--- src/rtl/ula_pkg.sv ---
// Shared ALU definitions: ALUCon codes and the multiply/divide sequencer state type.
package ula_pkg;

    localparam logic [3:0] ALU_AND = 4'b0000;
    localparam logic [3:0] ALU_OR  = 4'b0001;
    localparam logic [3:0] ALU_ADD = 4'b0010;
    localparam logic [3:0] ALU_MUL = 4'b0011;
    localparam logic [3:0] ALU_NOR = 4'b0100;
    localparam logic [3:0] ALU_DIV = 4'b0101;
    localparam logic [3:0] ALU_SUB = 4'b0110;
    localparam logic [3:0] ALU_SLT = 4'b0111;

    typedef enum logic [1:0] {
        IDLE = 2'd0,
        RUN  = 2'd1,
        DONE = 2'd2
    } state_t;

endpackage

--- src/rtl/ula_muldiv_step.sv ---
// One iteration of unsigned shift-add multiply or restoring shift-subtract divide.
module ula_muldiv_step #(
    parameter int WIDTH = 32
) (
    input  logic [2*WIDTH-1:0] acc,
    input  logic [WIDTH-1:0]   operand,
    input  logic               is_div,
    output logic [2*WIDTH-1:0] acc_next,
    output logic               q_bit
);

    logic [WIDTH:0] sum;
    logic [WIDTH:0] rem_sh;
    logic [WIDTH:0] diff;

    always_comb begin
        sum    = {1'b0, acc[2*WIDTH-1:WIDTH]} + (acc[0] ? {1'b0, operand} : '0);
        rem_sh = acc[2*WIDTH-1:WIDTH-1];
        diff   = rem_sh - {1'b0, operand};
        q_bit  = 1'b0;
        if (is_div) begin
            // A clear borrow bit means the divisor fit; the freed LSB is filled by the caller.
            q_bit    = ~diff[WIDTH];
            acc_next = {(q_bit ? diff[WIDTH-1:0] : rem_sh[WIDTH-1:0]), acc[WIDTH-2:0], 1'b0};
        end else begin
            acc_next = {sum, acc[WIDTH-1:1]};
        end
    end

endmodule

--- src/rtl/ula_mul_div.sv ---
// Multi-cycle signed multiply/divide with HI/LO results and start/busy/done handshake.
// state | meaning
// IDLE  | waiting for start with a MUL or DIV code
// RUN   | one iteration per cycle, WIDTH cycles
// DONE  | results valid, done pulses for this cycle
module ula_mul_div
    import ula_pkg::*;
#(
    parameter int WIDTH = 32
) (
    input  logic             clk,
    input  logic             reset,
    input  logic             start,
    input  logic [3:0]       ALUCon,
    input  logic [WIDTH-1:0] a,
    input  logic [WIDTH-1:0] b,
    output logic             busy,
    output logic             done,
    output logic [WIDTH-1:0] hi,
    output logic [WIDTH-1:0] lo,
    output logic             div_by_zero
);

    localparam int CW = $clog2(WIDTH);

    state_t             state;
    logic [CW-1:0]      cnt;
    logic               op_div;
    logic               neg_q;
    logic               neg_r;
    logic [2*WIDTH-1:0] acc;
    logic [WIDTH-1:0]   opnd;

    logic               is_mul;
    logic               is_div;
    logic [WIDTH-1:0]   a_mag;
    logic [WIDTH-1:0]   b_mag;
    logic [2*WIDTH-1:0] acc_next;
    logic [2*WIDTH-1:0] acc_word;
    logic               q_bit;
    logic [2*WIDTH-1:0] prod;
    logic [WIDTH-1:0]   quo;
    logic [WIDTH-1:0]   rem;

    function automatic logic [WIDTH-1:0] magnitude(input logic [WIDTH-1:0] x);
        return x[WIDTH-1] ? -x : x;
    endfunction

    assign is_mul = (ALUCon == ALU_MUL);
    assign is_div = (ALUCon == ALU_DIV);
    assign a_mag  = magnitude(a);
    assign b_mag  = magnitude(b);
    assign busy   = (state != IDLE);

    ula_muldiv_step #(.WIDTH(WIDTH)) u_step (
        .acc      (acc),
        .operand  (opnd),
        .is_div   (op_div),
        .acc_next (acc_next),
        .q_bit    (q_bit)
    );

    assign acc_word = acc_next | {{(2*WIDTH-1){1'b0}}, q_bit};
    assign prod     = neg_q ? -acc_word : acc_word;
    assign quo      = neg_q ? -acc_word[WIDTH-1:0] : acc_word[WIDTH-1:0];
    assign rem      = neg_r ? -acc_word[2*WIDTH-1:WIDTH] : acc_word[2*WIDTH-1:WIDTH];

    always_ff @(posedge clk or posedge reset) begin
        if (reset) begin
            state       <= IDLE;
            cnt         <= '0;
            done        <= 1'b0;
            hi          <= '0;
            lo          <= '0;
            div_by_zero <= 1'b0;
            op_div      <= 1'b0;
            neg_q       <= 1'b0;
            neg_r       <= 1'b0;
            acc         <= '0;
            opnd        <= '0;
        end else begin
            done <= 1'b0;
            case (state)
                IDLE: begin
                    if (start && (is_mul || is_div)) begin
                        div_by_zero <= 1'b0;
                        op_div      <= is_div;
                        neg_q       <= a[WIDTH-1] ^ b[WIDTH-1];
                        neg_r       <= a[WIDTH-1];
                        cnt         <= CW'(WIDTH - 1);
                        acc         <= {{WIDTH{1'b0}}, (is_div ? a_mag : b_mag)};
                        opnd        <= is_div ? b_mag : a_mag;
                        if (is_div && (b == '0)) begin
                            hi          <= a;
                            lo          <= '1;
                            div_by_zero <= 1'b1;
                            done        <= 1'b1;
                            state       <= DONE;
                        end else begin
                            state <= RUN;
                        end
                    end
                end
                RUN: begin
                    acc <= acc_word;
                    if (cnt == '0) begin
                        if (op_div) begin
                            hi <= rem;
                            lo <= quo;
                        end else begin
                            hi <= prod[2*WIDTH-1:WIDTH];
                            lo <= prod[WIDTH-1:0];
                        end
                        done  <= 1'b1;
                        state <= DONE;
                    end else begin
                        cnt <= cnt - 1'b1;
                    end
                end
                DONE: state <= IDLE;
                default: state <= IDLE;
            endcase
        end
    end

endmodule

--- config.mk ---
export PLATFORM = sky130hd
export DESIGN_NAME = ula_mul_div
export DESIGN_NICKNAME = d
export VERILOG_FILES = /design/src/rtl/ula_pkg.sv /design/src/rtl/ula_muldiv_step.sv /design/src/rtl/ula_mul_div.sv
export SDC_FILE = /design/constraint.sdc
export NUM_CORES = 1
export LEC_CHECK = 0
export BUFFER_PORTS_ARGS = -buffer_cell sky130_fd_sc_hd__buf_4
export CORE_ASPECT_RATIO = 0.75
export CORE_MARGIN = 2
export CORE_UTILIZATION = 45
export CTS_BUF_LIST = sky130_fd_sc_hd__clkbuf_4 sky130_fd_sc_hd__clkbuf_8
export DETAILED_ROUTE_END_ITERATION = 8
export HOLD_SLACK_MARGIN = 0.1
export PLACE_DENSITY_LB_ADDON = 0.15
export SYNTH_ARGS = -nofsm -noshare
export SYNTH_HDL_FRONTEND = slang
export SYNTH_HIERARCHICAL = 1
export SYNTH_SLANG_ARGS = --single-unit
--- constraint.sdc ---
create_clock -name clk -period 5.06 [get_ports clk]
set_input_delay 0.506 -clock clk [delete_from_list [all_inputs] [get_ports clk]]
set_output_delay 0.506 -clock clk [all_outputs]
set_load 0.01 [all_outputs]
==> results.py, run 1 <==
metrics = {
    "power_and_ir_drop": {
        "power_leakage_uw": 0.00822,
        "peakVddDrop_v": 0.000415,
        "powerDensity_nw_per_um2": 755,
    },
    "logic_synthesis": {
        "synth_edf_count": 0,
        "avgSynthCellArea_um2": 8.10,
        "synth_top_area_share_pct": 29.3,
        "yosysUniqueCellTypes": 85,
        "ys_ff_latch": 172,
        "syn_nets": 1958,
        "yosysTopAreaCell": "dfrtp_1",
        "synthTopCellsByArea": "dfrtp_1 (29%), ha_1 (6.0%), xnor2_1 (5.5%)",
        "synthCells": 1815,
        "synth-seq-area-share_pct": 29.3,
        "ys.flop_type": "dfrtp_1",
        "synthArstFlopShare_pct": 100,
        "synth_area_um2": 14700,
        "yosysWarnings": 6,
    },
    "drt": {
        "route.met3.wl_um": 5960,
        "wl_met1_um": 26800,
        "first_iter_violations": 1777,
        "post_drt_wl_per_cell_um": 23.0,
        "highest_layer": "met4",
        "routed_via_density": 6.15,
        "drc": 0,
        "drtAntennaViolNets": 0,
        "vias": 15700,
        "wl_met2_um": 24300,
        "first_pass_iters": 5,
        "routed_wl_um": 58600,
    },
    "critical_path": {
        "cp.arrival_ps": 5470,
        "crit_slowest_cell": "or4_4",
        "r2r_start": "opnd[0]$_DFFE_PP0P_",
        "end_kind": "register",
        "crit_family": "simple AND/OR/NAND/NOR gates",
        "critPathMaxStageDelay_ps": 550,
        "path_cells": "ha_2, fa_2, nor2b_4, o31ai_4, a211oi_4, o21ba_4, nor3_4, o21bai_2, a41oi_4, xor2_2, buf_6, or3_1, a31oi_1, or4_4, nand4b_1, or3_4, or3_4, o21ai_4, mux2i_1, nand3_1",
        "worst-path-buf-inv": 1,
        "crit_required_ps": 5430,
        "cp_max_fo": 7,
        "cpMostUsedCell": "or3_4",
        "critPathLaunchType": "register",
        "critPathLaunch": "opnd[0]$_DFFE_PP0P_",
        "worstSetupPathType": "reg2reg",
    },
    "layout": {
        "layout_commonest_cell": "buf_4",
        "n_antenna_cell": 0,
        "n_fill_cell": 3071,
        "mostFrequentLayoutCells": "buf_4 (357), nand2_1 (201), dfrtp_1 (169)",
        "drive_above_1_share_pct": 25.7,
        "fin_area_um2": 18600,
        "fin_nets": 2243,
        "fin_util_pct": 57.4,
        "syn2layout_area_growth_pct": 26.2,
    },
    "grt": {
        "grt_use_total_pct": 34.2,
        "grt_pass1_vias": 14700,
        "grt_overflow": 0,
        "grt_start_max_net_pins": 170,
        "antenna_found_initial": 2,
        "grt_pass1_wl_um": 89100,
    },
    "placement": {
        "placed_cell_area_um2": 17500,
        "routabilityCongestion": 0.982,
        "port_buffers": 137,
        "place_hpwl_um": 45000,
    },
    "sta": {
        "layout_setup_ws_ps": -39.7,
        "drv_slew": 0,
        "clock.fmax_mhz": 196,
        "whs_ps": 322,
        "post-route-min-period_ps": 5100,
        "finalSetupViolations": 2,
        "worst_slew_pin_slew_ps": 1070,
        "min_period_over_period_pct": 101,
        "skew_ps": 15.4,
        "slew_headroom_pct": 28.5,
        "hold_violations": 0,
        "rsz0062_at_grt": "yes",
        "tns_ps": -77.5,
    },
    "clocking": {
        "cts_root_buf": "clkbuf_8",
        "htreeDepth": 4,
        "clock_latency_ps": 500,
        "numCtsBuffers": 17,
        "clock_sinks": 172,
        "path_clk_slew_ps": 90,
        "clock_path_buffers": 2,
        "cts_tree": "done",
    },
    "status": {
        "violations": "negative setup slack",
        "status": "complete, but fails checks",
    },
    "hold_path": {
        "min_path_type": "in2reg",
        "min_from": "a[27]",
    },
    "die": {
        "start_util_pct": 45.5,
        "coreArea_um2": 32300,
        "num_rows": 57,
        "ioPinCount": 138,
        "die_h_um": 161,
        "die_x_um": 213,
        "die-area_um2": 34200,
    },
    "job": {
        "drv_cap": 0,
    },
}
[sequential cells by signal, summed over array words and instances (netlist names)]
name         count
neg_r            1
op_div           1
opnd            32
cnt              5
lo              32
state            2
div_by_zero      1
neg_q            1
hi              32
done             1
acc             64
[cell families after synthesis]
group / after synthesis / synth area share, %
multiplexers: 54 / 3.93
AO/OA/AOI/OAI: 570 / 25.2
XOR/XNOR: 176 / 10.6
flip-flops: 172 / 29.3
adder cells (fa/ha/maj): 72 / 6.23
AND/OR/NAND/NOR: 605 / 20.1
buffers and inverters: 166 / 4.73
[where the power goes]
part	switching [µW]	total (µW)	internal, µW	leakage, µW
Combinational	5790	10500	4690	0.00602
Sequential	575	2480	1900	0.00201
Clock	555	1050	493	0.000202
[timing repair]
action / 4_1_cts / 5_1_grt
hold endpoints to repair: 3 / 0
resized for setup: 30 / 87
setup buffers: 8 / 16
endpoints found under the setup margin: 27 / 27
pin swaps: 15 / 45
hold buffers: 1 / 0
cloned: 0 / 0
[per-layer routing]
layer,global-route usage [%],vias up
li1,-,7223
met1,52.0,7634
met2,48.5,789
met3,7.31,66
met4,9.35,0
met5,0,-
[worst reg2reg max path: cells and delay by family (launching register included)]
kind / cells / cell delay [ps]
buffers and inverters: 1 / 160
and+or+nand+nor: 8 / 2000
muxes: 1 / 260
DFF: 1 / 430
AOI/OAI and AO/OA: 7 / 1280
adders and majority gates: 2 / 610
xor gates and xnor gates: 1 / 220
[area by class of cell]
| cell class | instances | area [µm²] | share of cell area, % |
|---|---|---|---|
| clock buffer | 19 | 249 | 1.34 |
| clock inverter | 12 | 148 | 0.796 |
| inverter | 62 | 236 | 1.27 |
| multi-input combinational | 1477 | 10200 | 55.0 |
| sequential | 172 | 4310 | 23.2 |
| tap | 442 | 553 | 2.98 |
| timing repair buffer | 370 | 2850 | 15.4 |
[cells in the mapped netlist (all sizes together), types with 11 or more instances]
library cell / count
a21o: 29
a21oi: 132
a22oi: 14
a31oi: 51
and2: 36
and3: 40
buf: 19
clkbuf: 85
dfrtp: 172
ha: 70
inv: 62
mux2: 30
mux2i: 24
nand2: 202
nand2b: 16
nand3: 35
nand4: 11
nor2: 135
nor2b: 15
nor3: 30
nor4: 25
o21ai: 151
o221ai: 19
o22a: 14
o31ai: 34
o41ai: 17
or3: 14
or4: 25
xnor2: 93
xor2: 83
[metrics by stage]
stage	setup slack, ps	total power (µW)	std cells
after global routing	-180	14900	2554
after global placement	-319	11900	2500
after CTS	-5.47	13200	2540
after floorplan	91.5	7990	1815
after detailed placement	-379	11900	2500
final	-39.7	14000	2554
[worst paths after layout]
path	to	slack [ps]	depth (start not counted)
setup / recovery	hi[27]$_DFFE_PP0P_	-40	20
hold reg to reg	div_by_zero$_DFFE_PP0P_	510	2
min in group asynchronous	cnt[3]$_DFFE_PP0P_	450	3
hold / removal	hi[27]$_DFFE_PP0P_	320	3
setup reg to reg	hi[27]$_DFFE_PP0P_	-40	20
max in group asynchronous	opnd[19]$_DFFE_PP0P_	3370	4
No activity file was read; power rests on OpenSTA's default activity.
==> run 2: changes to the inputs <==
- CTS_BUF_LIST: sky130_fd_sc_hd__clkbuf_4 sky130_fd_sc_hd__clkbuf_8 -> not set
==> run 2 against run 1 <==
Compared with the run above: the flow still finishes with violations (negative setup slack); cell count increased by 0.23%; critical path type unchanged; largest power group unchanged; design area rose by 1.3%; sequential cell count unchanged; maximum frequency about the same.
==> results.py, run 2 (synthesis gave the netlist of run 1 again) <==
metrics = {
    "sta": {
        "hold_violations": 0,
        "finalSetupViolations": 3,
        "slew_headroom_pct": 26.7,
        "rsz0062_at_grt": "yes",
        "clock.fmax_mhz": 196,
        "layout_setup_ws_ps": -40.8,
        "worst_slew_pin_slew_ps": 1100,
        "min_period_over_period_pct": 101,
        "drv_slew": 0,
        "skew_ps": 11.6,
        "post-route-min-period_ps": 5100,
    },
    "power_and_ir_drop": {
        "power_leakage_uw": 0.00833,
        "combPwrFrac_pct": 73.4,
        "p_int_uw": 7470,
        "clockPowerShare_pct": 9.4,
        "finalPower_uw": 14500,
        "power_switching_uw": 7010,
        "swShare_pct": 48.4,
        "powerDensity_nw_per_um2": 770,
        "seqPwrFrac_pct": 17.1,
        "peakVddDrop_v": 0.000494,
    },
    "layout": {
        "fin_area_um2": 18800,
        "layout_commonest_cell": "buf_4",
        "drive_above_1_share_pct": 25.6,
        "fin_nets": 2249,
        "top_register": "acc",
        "mostFrequentLayoutCells": "buf_4 (364), nand2_1 (202), dfrtp_1 (169)",
        "largest_reg_flops": 64,
        "n_antenna_cell": 0,
        "syn2layout_area_growth_pct": 27.8,
    },
    "drt": {
        "drtAntennaViolNets": 0,
        "post_drt_wl_per_cell_um": 23.0,
        "wl_met2_um": 24100,
        "first_iter_violations": 1832,
        "drc": 0,
        "highest_layer": "met4",
        "routed_via_density": 6.19,
        "route.met3.wl_um": 5640,
        "wl_met1_um": 27400,
        "routed_wl_um": 58800,
        "first_pass_iters": 7,
        "vias": 15800,
    },
    "clocking": {
        "clock_latency_ps": 460,
        "numCtsBuffers": 17,
        "clock_path_buffers": 2,
        "htreeDepth": 4,
        "cts_root_buf": "clkbuf_16",
        "path_clk_slew_ps": 70,
        "cts_tree": "done",
        "clock_sinks": 172,
    },
    "status": {
        "status": "complete, but fails checks",
        "violations": "negative setup slack",
    },
    "placement": {
        "routabilityCongestion": 0.982,
        "place_hpwl_um": 45000,
        "port_buffers": 137,
        "placed_cell_area_um2": 17500,
    },
    "die": {
        "num_rows": 57,
        "die_x_um": 213,
        "ioPinCount": 138,
        "die_h_um": 161,
        "coreArea_um2": 32300,
        "die-area_um2": 34200,
        "start_util_pct": 45.5,
    },
    "critical_path": {
        "crit_slowest_cell": "or4_4",
        "path_cells": "ha_2, fa_2, nor2b_4, o31ai_4, a211oi_4, o21ba_4, nor3_4, o21bai_2, a41oi_4, xnor2_4, buf_4, buf_6, mux2i_2, a21oi_2, or4_4, or2_4, or3_4, or4_4, o21ai_2, xor2_1, o21ai_0",
        "cp-endpoint": "hi[31]$_DFFE_PP0P_",
        "critPathLaunchType": "register",
        "ff2ff_setup_slack_ps": -40,
        "end_kind": "register",
        "worstSetupPathType": "reg2reg",
        "crit_required_ps": 5380,
        "r2r_end": "hi[31]$_DFFE_PP0P_",
        "crit_family": "simple AND/OR/NAND/NOR gates",
        "cpMostUsedCell": "or4_4",
        "critPathMaxStageDelay_ps": 530,
        "path_depth": 21,
        "critPathLaunch": "opnd[0]$_DFFE_PP0P_",
        "cp_max_fo": 5,
        "r2r_start": "opnd[0]$_DFFE_PP0P_",
        "cp.arrival_ps": 5420,
        "reg2reg_depth": 21,
        "worst-path-buf-inv": 2,
    },
    "hold_path": {
        "min_path_type": "in2reg",
    },
    "grt": {
        "grt_pass1_wl_um": 89700,
        "antenna_found_initial": 1,
        "grt_overflow": 0,
        "grt_start_max_net_pins": 170,
        "grt_use_total_pct": 34.5,
        "grt_pass1_vias": 14700,
    },
    "job": {
        "drv_cap": 0,
    },
}
run 2: changes by cell type in the layout (fill, tap and decap cells not counted), moves of 3 or more:
cell       before  now
clkbuf_8       17    0
a21oi_1       119  123
nor4_2          4    7
buf_4         357  364
clkbuf_16       0   18
a21oi_2        13    8
run 2: worst min path at each step:
stage	from	endpoint	slack, ps	depth (start not counted)
3_3_place_gp	reset	cnt[3]$_DFFE_PP0P_	410	2
4_1_cts	a[27]	hi[27]$_DFFE_PP0P_	350	3
5_1_grt	a[27]	hi[27]$_DFFE_PP0P_	370	3
3_5_place_dp	reset	cnt[3]$_DFFE_PP0P_	410	2
6_report	a[27]	hi[27]$_DFFE_PP0P_	370	3
2_1_floorplan	cnt[0]$_DFFE_PP0P_	cnt[0]$_DFFE_PP0P_	460	1
run 2: through the flow:
step	instances	worst slack, ps	TNS (ps)	util (%)	hold WS (ps)
floorplan	1815	91.5	0	-	462
global placement	2500	-319	-2030	54.1	407
CTS	2540	4.63	0	56.5	355
finish	2560	-40.8	-94.6	58.2	370
global route	2560	-185	-1500	58.2	367
detailed placement	2500	-379	-3940	54.1	408
run 2: area by class of cell:
cell class | instances | area (µm²)
Fill cell | 3036 | 13500
Multi-Input combinational cell | 1477 | 10200
Sequential cell | 172 | 4310
Timing Repair Buffer | 376 | 2920
Tap cell | 442 | 553
Clock buffer | 19 | 433
Inverter | 62 | 236
Clock inverter | 12 | 148
run 2: timing repair:
item                                   in CTS  in global routing
resized for setup                          30                 81
endpoints found under the hold margin       3                  0
setup endpoints to repair                  24                 27
buffers inserted                            8                 21
gates cloned                                0                  1
pin swaps                                  13                 43
hold buffers                                1                  0
run 2: power groups by stage:
stage               sequential, µW  clock [µW]  combinational (µW)
global route                  2530        1440               11400
CTS                           2460        1380                9700
finish                        2480        1370               10600
global placement              2480           0                9410
floorplan                     2290           0                5700
detailed placement            2480           0                9460
run 2: metal layers:
layer  up-vias  global-route usage (%)
li1       7231                       -
met4         0                    10.5
met3        79                    5.89
met2       797                    48.8
met5         -                       0
met1      7737                    52.9
run 2: tightest hold or removal path, stage by stage:
cell and delay, ps:
buf_4 120, nand3_1 80, nand3_1 80
